===== src/rtl/fwrisc_tcm_arbiter.sv =====
// Single-port TCM arbiter: loader > data > fetch, with a starvation bound that guarantees fetch progress.
// Optional grant statistics ports are built when FWRISC_ARB_STATS_EN is defined.
//
// state   | meaning
// --------+-----------------------------------------------------------------
// IDLE    | sample core requests, pick a winner (or enter LOAD)
// LOAD    | loader owns the port; only loader writes are serviced
// ISSUE   | owner address/data/strobes registered onto the TCM port
// CAPTURE | TCM enable dropped; memory is reading the issued word
// RESP    | read word registered into owner's data output, ready pulsed
//
// Each state's actions are registered on its exit edge, so ready is seen
// while the arbiter is already back in IDLE/LOAD.

module fwrisc_tcm_arbiter #(
  parameter int TCM_AW       = 12,
  parameter int STARVE_LIMIT = 4
) (
  input  logic              clock,
  input  logic              rst_n,
  input  logic              load_busy_i,
  input  logic              ld_valid_i,
  input  logic [TCM_AW-1:0] ld_addr_i,
  input  logic [31:0]       ld_wdata_i,
  output logic              ld_ready_o,
  input  logic              ivalid_i,
  input  logic [31:0]       iaddr_i,
  output logic [31:0]       idata_o,
  output logic              iready_o,
  input  logic              dvalid_i,
  input  logic [31:0]       daddr_i,
  input  logic [31:0]       dwdata_i,
  input  logic [3:0]        dstrb_i,
  input  logic              dwrite_i,
  output logic [31:0]       drdata_o,
  output logic              dready_o,
  output logic              mem_en_o,
  output logic [3:0]        mem_we_o,
  output logic [TCM_AW-1:0] mem_addr_o,
  output logic [31:0]       mem_wdata_o,
  input  logic [31:0]       mem_rdata_i
`ifdef FWRISC_ARB_STATS_EN
  ,
  output logic [15:0]       stat_igrant_o,
  output logic [15:0]       stat_dgrant_o,
  output logic [15:0]       stat_starve_o
`endif
);

  typedef enum logic [2:0] {S_IDLE, S_LOAD, S_ISSUE, S_CAPTURE, S_RESP} state_e;
  typedef enum logic [1:0] {OWN_NONE, OWN_LD, OWN_I, OWN_D} owner_e;

  localparam logic [3:0] STREAK_MAX = 4'(STARVE_LIMIT);

  state_e            state_q, state_d;
  owner_e            owner_q, owner_d;
  logic [3:0]        streak_q, streak_d;
  logic              mem_en_q, mem_en_d;
  logic [3:0]        mem_we_q, mem_we_d;
  logic [TCM_AW-1:0] mem_addr_q, mem_addr_d;
  logic [31:0]       mem_wdata_q, mem_wdata_d;
  logic [31:0]       idata_q, idata_d;
  logic [31:0]       drdata_q, drdata_d;
  logic              ld_ready_q, ld_ready_d;
  logic              iready_q, iready_d;
  logic              dready_q, dready_d;

  // Only the word-address bits of the byte addresses are used.
  logic unused_addr_bits;
  assign unused_addr_bits = ^{iaddr_i[31:TCM_AW+2], iaddr_i[1:0],
                              daddr_i[31:TCM_AW+2], daddr_i[1:0]};

  always_comb begin
    state_d     = state_q;
    owner_d     = owner_q;
    streak_d    = streak_q;
    mem_en_d    = mem_en_q;
    mem_we_d    = mem_we_q;
    mem_addr_d  = mem_addr_q;
    mem_wdata_d = mem_wdata_q;
    idata_d     = idata_q;
    drdata_d    = drdata_q;
    ld_ready_d  = 1'b0;
    iready_d    = 1'b0;
    dready_d    = 1'b0;

    case (state_q)
      S_IDLE: begin
        if (!ivalid_i) streak_d = 4'd0;
        if (load_busy_i) begin
          state_d = S_LOAD;
        end else if (ivalid_i && (streak_q == STREAK_MAX)) begin
          owner_d  = OWN_I;
          streak_d = 4'd0;
          state_d  = S_ISSUE;
        end else if (dvalid_i) begin
          owner_d = OWN_D;
          if (ivalid_i && (streak_q < STREAK_MAX)) streak_d = streak_q + 4'd1;
          state_d = S_ISSUE;
        end else if (ivalid_i) begin
          owner_d  = OWN_I;
          streak_d = 4'd0;
          state_d  = S_ISSUE;
        end
      end

      S_LOAD: begin
        if (ld_valid_i) begin
          owner_d = OWN_LD;
          state_d = S_ISSUE;
        end else if (!load_busy_i) begin
          state_d = S_IDLE;
        end
      end

      S_ISSUE: begin
        mem_en_d = 1'b1;
        case (owner_q)
          OWN_LD: begin
            mem_addr_d  = ld_addr_i;
            mem_we_d    = 4'hF;
            mem_wdata_d = ld_wdata_i;
          end
          OWN_D: begin
            mem_addr_d  = daddr_i[TCM_AW+1:2];
            mem_we_d    = dwrite_i ? dstrb_i : 4'h0;
            mem_wdata_d = dwdata_i;
          end
          default: begin
            mem_addr_d  = iaddr_i[TCM_AW+1:2];
            mem_we_d    = 4'h0;
            mem_wdata_d = 32'h0;
          end
        endcase
        state_d = S_CAPTURE;
      end

      S_CAPTURE: begin
        mem_en_d = 1'b0;
        mem_we_d = 4'h0;
        state_d  = S_RESP;
      end

      S_RESP: begin
        case (owner_q)
          OWN_LD: ld_ready_d = 1'b1;
          OWN_D: begin
            drdata_d = mem_rdata_i;
            dready_d = 1'b1;
          end
          OWN_I: begin
            idata_d  = mem_rdata_i;
            iready_d = 1'b1;
          end
          default: ;
        endcase
        state_d = load_busy_i ? S_LOAD : S_IDLE;
      end

      default: state_d = S_IDLE;
    endcase
  end

  always_ff @(posedge clock or negedge rst_n) begin
    if (!rst_n) begin
      state_q     <= S_IDLE;
      owner_q     <= OWN_NONE;
      streak_q    <= 4'd0;
      mem_en_q    <= 1'b0;
      mem_we_q    <= 4'h0;
      mem_addr_q  <= '0;
      mem_wdata_q <= 32'h0;
      idata_q     <= 32'h0;
      drdata_q    <= 32'h0;
      ld_ready_q  <= 1'b0;
      iready_q    <= 1'b0;
      dready_q    <= 1'b0;
    end else begin
      state_q     <= state_d;
      owner_q     <= owner_d;
      streak_q    <= streak_d;
      mem_en_q    <= mem_en_d;
      mem_we_q    <= mem_we_d;
      mem_addr_q  <= mem_addr_d;
      mem_wdata_q <= mem_wdata_d;
      idata_q     <= idata_d;
      drdata_q    <= drdata_d;
      ld_ready_q  <= ld_ready_d;
      iready_q    <= iready_d;
      dready_q    <= dready_d;
    end
  end

  assign mem_en_o    = mem_en_q;
  assign mem_we_o    = mem_we_q;
  assign mem_addr_o  = mem_addr_q;
  assign mem_wdata_o = mem_wdata_q;
  assign idata_o     = idata_q;
  assign drdata_o    = drdata_q;
  assign ld_ready_o  = ld_ready_q;
  assign iready_o    = iready_q;
  assign dready_o    = dready_q;

`ifdef FWRISC_ARB_STATS_EN
  logic [15:0] stat_igrant_q, stat_dgrant_q, stat_starve_q;
  logic        core_grant;

  assign core_grant = (state_q == S_IDLE) && (state_d == S_ISSUE);

  // A starvation grant is one where data was also requesting and lost.
  always_ff @(posedge clock or negedge rst_n) begin
    if (!rst_n) begin
      stat_igrant_q <= 16'h0;
      stat_dgrant_q <= 16'h0;
      stat_starve_q <= 16'h0;
    end else if (core_grant) begin
      if (owner_d == OWN_I) stat_igrant_q <= stat_igrant_q + 16'd1;
      if (owner_d == OWN_D) stat_dgrant_q <= stat_dgrant_q + 16'd1;
      if ((owner_d == OWN_I) && dvalid_i && (streak_q == STREAK_MAX))
        stat_starve_q <= stat_starve_q + 16'd1;
    end
  end

  assign stat_igrant_o = stat_igrant_q;
  assign stat_dgrant_o = stat_dgrant_q;
  assign stat_starve_o = stat_starve_q;
`endif

endmodule


===== config.mk =====
export PLATFORM = sky130hd
export DESIGN_NAME = fwrisc_tcm_arbiter
export DESIGN_NICKNAME = d
export VERILOG_FILES = /design/src/rtl/fwrisc_tcm_arbiter.sv
export SDC_FILE = /design/constraint.sdc
export NUM_CORES = 1
export LEC_CHECK = 0
export CORE_AREA = 2 2 130 164
export CTS_CLUSTER_DIAMETER = 200
export DETAILED_ROUTE_END_ITERATION = 10
export DIE_AREA = 0 0 132 166
export GPL_TIMING_DRIVEN = 0
export PLACE_DENSITY_LB_ADDON = 0.05
export REMOVE_ABC_BUFFERS = 1
export SLEW_MARGIN = 20
export SYNTH_ARGS = -nofsm -noshare
export SYNTH_HDL_FRONTEND = slang
export SYNTH_SLANG_ARGS = --single-unit
export TNS_END_PERCENT = 20

===== constraint.sdc =====
create_clock -name clock -period 1.9 [get_ports clock]
set_clock_uncertainty 0.15 [all_clocks]
set_input_delay 0.19 -clock clock [delete_from_list [all_inputs] [get_ports clock]]
set_output_delay 0.19 -clock clock [all_outputs]
set_load 0.01 [all_outputs]

After elaboration in Yosys (flattened, before gate mapping):

Index checks and enable logic that the tools add are counted.

* add/sub/neg operators: 1
* magnitude comparators: 1
* eq/ne operators: 13
* muxes and demuxes: 32
* reductions and logical operators: 9

Operators with widths (number)
* 32-bit one-hot mux with 2 select lines: 1
* 4-bit two-way mux: 7
* 12-bit one-hot mux with 2 select lines: 1
* 3-bit two-way mux: 6
* 4-bit one-hot mux with 2 select lines: 2
* 3-bit one-hot mux with 5 select lines: 1
* 2-bit two-way mux: 5
* 1-bit two-way mux: 7
* 3-bit by 2-bit == test with 1-bit output (second input constant): 2
* 2-bit AND reduction: 3
* 5-bit inequality test (second input constant): 1
* 4-bit by 1-bit adder with 4-bit output (second input constant): 1
* 2-bit == test (second input constant): 2
* 4-bit by 3-bit == test with 1-bit output (second input constant): 1
* 4-bit by 3-bit < comparator with 1-bit output (second input constant): 1
* 2-bit inequality test (second input constant): 2
* 4-bit inequality test (second input constant): 1
* 2-bit one-hot mux with 2 select lines: 1
* 4-bit AND reduction: 1
* 2-bit nonzero test: 2
* 3-bit by 1-bit == test with 1-bit output (second input constant): 1
* 3-bit == test (second input constant): 1
* 3-bit zero test: 1
* 3-bit inequality test (second input constant): 1
* other kinds (3): 4

* register bits: 125
* input port bits: 183
* output and inout port bits: 116
* word-level logic and storage cells: 68

Logic depth before layout (Yosys ltp):

* depth after elaboration: 6
* depth in mapped cells: 7
* depth with buffers taken out: 6

Worst setup path after synthesis:

OpenSTA, ideal clock, no wires.

* path kind: flip-flop to flip-flop
* start: register state_q[1]
* end: register idata_q[7] (netlist: idata_o[7])
* data arrival time: 1542 ps
* setup slack: 84 ps
* cell stages (with the launch flop): 6
* clock period less this slack: 1816 ps
* cells stage by stage: dfrtp_1 > nor2_2 > nand2_1 > nor3b_4 > buf_6 > mux2_2

* longest elaborated chain between the ends: 2

RTL lines
* from (decl): line 55 `state_e state_q, state_d;`
* from (signal assigned): line 179 `state_q <= state_d;`
* 3-bit == test: line 87 `case (state_q)`
* 2-bit AND reduction (no line)
* to (signal assigned): line 186 `idata_q <= idata_d;`
* to (decl): line 62 `logic [31:0] idata_q, idata_d;`

Every way passes these cells.
A chain may end at the register's enable or synchronous reset.

Worst setup path in the final report:

* start: register state_q[1]
* end: register idata_q[14] (netlist: idata_o[14])

The elaborated chain is that of the path after synthesis.

==> results.md <==
* **Synth Instances** 433
* **Register-to-Register Setup Slack** 0.008 ns
* **Clk pin slew, worst setup/hold paths** 0.06 ns
* **drt drc** 0
* **number of max-cap violations** 0
* **multiplexer share of the synthesized area** 22.0%
* **estimated wirelength of the detail-placed design** 11.1 mm
* **Cell Area, Placed** 8360 um2
* **Critical Path End Type** flop
* **class of the most critical hold timing path** input port to asynchronous set/reset pin
* **count of pins over their slew limit** 0
* **WL/cell** 15.7 um
* **Yosys Warn Count** 0
* **Starting Density** 26.6%
* **antenna violations before repair** 0
* **1st-pass router iterations** 4
* **core area** 20400 um2
* **total of endpoints with negative setup slack in the final report** 0
* **metal1 wirelength** 6.72 mm
* **RSZ-0062 raised after global routing** true
* **detailed route wirelength on metal2** 7.31 mm
* **non-filler cells in the finished layout** 996
* **unique cell type count in the Yosys netlist** 33
* **total grt overflow** 0
* **number of levels the H-tree was split into** 4
* **post-synth top area cell** sky130_fd_sc_hd__dfrtp_1
* **buffers from clock root to sink, at most** 2
* **Rows** 59
* **I/O pin count** 299
* **Final Hold Fails** 0
* **source-to-sink clock delay at the later pin of the worst-skew pair** 0.41 ns
* **Mapped Avg Cell Area** 12.6 um2
* **count of buffers from port buffering** 258
* **number of flip-flops and latches in the synthesized netlist** 125
* **number of nets in the final layout** 894
* **most common cell after layout, fill and taps aside** sky130_fd_sc_hd__clkdlybuf4s50_1
* **parity-gate share of the synthesized area counting xor and xnor cells** 0%
* **outcome** completed
* **area share of fa/ha/maj cells after synthesis** 0.460%
* **global router's overall resource usage** 14.3%
* **CTS buffer count** 17
* **TritonCTS clock tree** built
* **CTS root buffer** sky130_fd_sc_hd__clkbuf_16
* **synth top area cells** sky130_fd_sc_hd__dfrtp_1 58%, sky130_fd_sc_hd__mux2_2 11%, sky130_fd_sc_hd__mux2i_1 8.3%
* **area of all placed cells without fillers** 9220 um2
* **actual slew at the worst max-slew pin** 0.724 ns
* **leak pwr** 4.06 nW
* **power density over the cells** 1520 nW/um2
* **largest net degree at the start of global routing** 69
* **power after layout** 0.0140 W
* **Netlist Area Pre-Place** 5440 um2
* **via count of the routed design** 4280
* **uppermost layer routed** met4
* **category of the most critical setup path** flop to flop
* **sink count of the clock tree** 125
* **average via count per standard cell** 4.30
* **routability congestion estimate from global placement** 0.694
* **crit share post-route** 99.6%
* **drt first-iter violations** 151
* **area growth from synthesis to final layout** 69.7%
* **arrival time at the worst endpoint** 2.04 ns
* **number of diodes** 0
* **Max Clock Freq** 529 MHz
* **shortest period the worst path allows** 1.89 ns
* **placed instance count** 948
* **compound-cell area share of the yosys netlist** 9.62%
* **CP Max Fanout** 6
* **proportion of netlist area held by the largest area contributor** 57.5%
* **sum of met3 wire segment lengths after detailed routing** 1.48 mm
* **fraction of final layout cells with drive strength greater than 1** 22.2%
* **simple-gate share of the synthesized area** 6.88%
* **worst slew slack as a fraction of its limit** 51.8%
* **commonest cells after routing, fill and taps aside** 257 x sky130_fd_sc_hd__clkdlybuf4s50_1, 121 x sky130_fd_sc_hd__dfrtp_1, 66 x sky130_fd_sc_hd__nand2_1
* **die width** 132 um
* **hold slack final** 0.186 ns
* **wire length of the first global-routing pass** 24.5 mm
* **Die ar.** 21900 um2
* **VDD IR max** 0.633 mV
* **vias in the first global route** 4389
* **wirelength, routed** 15.7 mm
* **Die Y** 166 um
* **sequential fraction of the synthesis area** 57.5%
* **main combinational cell family by area after synthesis** multiplexers
* **setup TNS** 0 ns
* **WP data required** 2.05 ns
* **number of inserted filler cells in the final layout** 1911
* **CP startpoint kind** flop
* **Final ANT Viol Nets** 0
==> power breakdown <==
group | switching (W) | leakage (nW) | total (W) | internal (W)
Clock | 0.00132 | 0.290 | 0.00330 | 0.00198
Combinational | 0.00269 | 2.20 | 0.00623 | 0.00354
Sequential | 0.000704 | 1.57 | 0.00449 | 0.00378
==> final timing paths <==
kind | start | end | depth (start not counted)
max in group asynchronous | rst_n | drdata_o[1] | 3
worst min register to register | mem_wdata_o[14] | mem_wdata_o[14] | 2
min in group clock | iaddr_i[4] | mem_addr_o[2] | 3
worst max register to register | state_q[1] | idata_o[14] | 7
worst max-delay path | state_q[1] | idata_o[14] | 7
worst min-delay path | rst_n | drdata_o[6] | 2
==> synthesized netlist by cell type <==
library cell                instances
sky130_fd_sc_hd__dfrtp_1          125
sky130_fd_sc_hd__mux2_1            10
sky130_fd_sc_hd__nor3_1             3
sky130_fd_sc_hd__buf_2             10
sky130_fd_sc_hd__clkbuf_1           8
sky130_fd_sc_hd__a21oi_1            6
sky130_fd_sc_hd__mux2i_1           45
sky130_fd_sc_hd__nor2_2             1
sky130_fd_sc_hd__a22o_1             1
sky130_fd_sc_hd__or4_4              1
sky130_fd_sc_hd__or3b_1             1
sky130_fd_sc_hd__nand2b_1           2
sky130_fd_sc_hd__o21ai_1           12
sky130_fd_sc_hd__nor3b_1            2
sky130_fd_sc_hd__mux2_4             1
sky130_fd_sc_hd__o21ai_0           20
sky130_fd_sc_hd__buf_1              1
sky130_fd_sc_hd__a2111oi_0          1
sky130_fd_sc_hd__a21boi_0           5
sky130_fd_sc_hd__nor2_1             3
sky130_fd_sc_hd__nor3b_4            1
sky130_fd_sc_hd__o21ai_2           30
sky130_fd_sc_hd__o31a_1             1
sky130_fd_sc_hd__nand2_1           67
sky130_fd_sc_hd__buf_6              6
sky130_fd_sc_hd__mux2_2            55
sky130_fd_sc_hd__nor4_1             1
sky130_fd_sc_hd__o22ai_1            1
sky130_fd_sc_hd__buf_4              1
sky130_fd_sc_hd__or3_4              1
sky130_fd_sc_hd__ha_1               2
sky130_fd_sc_hd__inv_1              8
sky130_fd_sc_hd__nand4_1            1
==> through the flow <==
stage	utilization (%)	setup WS [ns]
floorplan	-	-2.14
global placement	40.1	-4.67
detailed placement	40.9	-0.618
CTS	44.1	-0.0704
global route	45.1	-0.0430
finish	45.1	0.00814
==> area by class of cell <==
| cell class | count | area [um2] | share of cell area, % |
|---|---|---|---|
| Sequential cell | 125 | 3140 | 34.0 |
| Multi-Input combinational cell | 274 | 2210 | 23.9 |
| Clock buffer | 17 | 425 | 4.61 |
| Tap cell | 274 | 343 | 3.72 |
| Inverter | 8 | 30.0 | 0.326 |
| Clock inverter | 15 | 173 | 1.87 |
| Timing Repair Buffer | 283 | 2910 | 31.5 |
==> metal layers <==
metal | track usage, % | vias up
met1 | 17.4 | 2013
met5 | 0 | -
met3 | 6.78 | 11
li1 | - | 2060
met2 | 22.5 | 196
met4 | 4.40 | 0
==> cells by family after synthesis <==
logic type,count (synthesis)
buffers and inverters,34
and+or+nand+nor,84
muxes,111
adders and majority gates,2
DFF,125
AOI/OAI and AO/OA,77
==> critical path, cell delays in order (launching register included) <==
cell	delay, ns
sky130_fd_sc_hd__dfrtp_2	0.45
sky130_fd_sc_hd__nor2_4	0.15
sky130_fd_sc_hd__nand2_2	0.10
sky130_fd_sc_hd__nor3b_4	0.19
sky130_fd_sc_hd__buf_6	0.16
sky130_fd_sc_hd__buf_12	0.12
sky130_fd_sc_hd__clkbuf_16	0.16
sky130_fd_sc_hd__mux2_4	0.30
==> repair_timing <==
item                                    4_1_cts  5_1_grt
buffers inserted                              2       11
resized for setup                            12       17
hold buffers                                  1        0
hold endpoints to repair                     67        0
pin swaps                                     3        2
endpoints found under the setup margin       89       83
cloned                                        0        2
==> state kept, by name (all words and copies together) (netlist names) <==
signal / count
ld_ready_o: 1
mem_en_o: 1
owner_q: 2
drdata_o: 32
mem_addr_o: 12
mem_wdata_o: 32
dready_o: 1
idata_o: 32
streak_q: 4
state_q: 3
iready_o: 1
mem_we_o: 4
No activity file was read; power rests on OpenSTA's default activity.
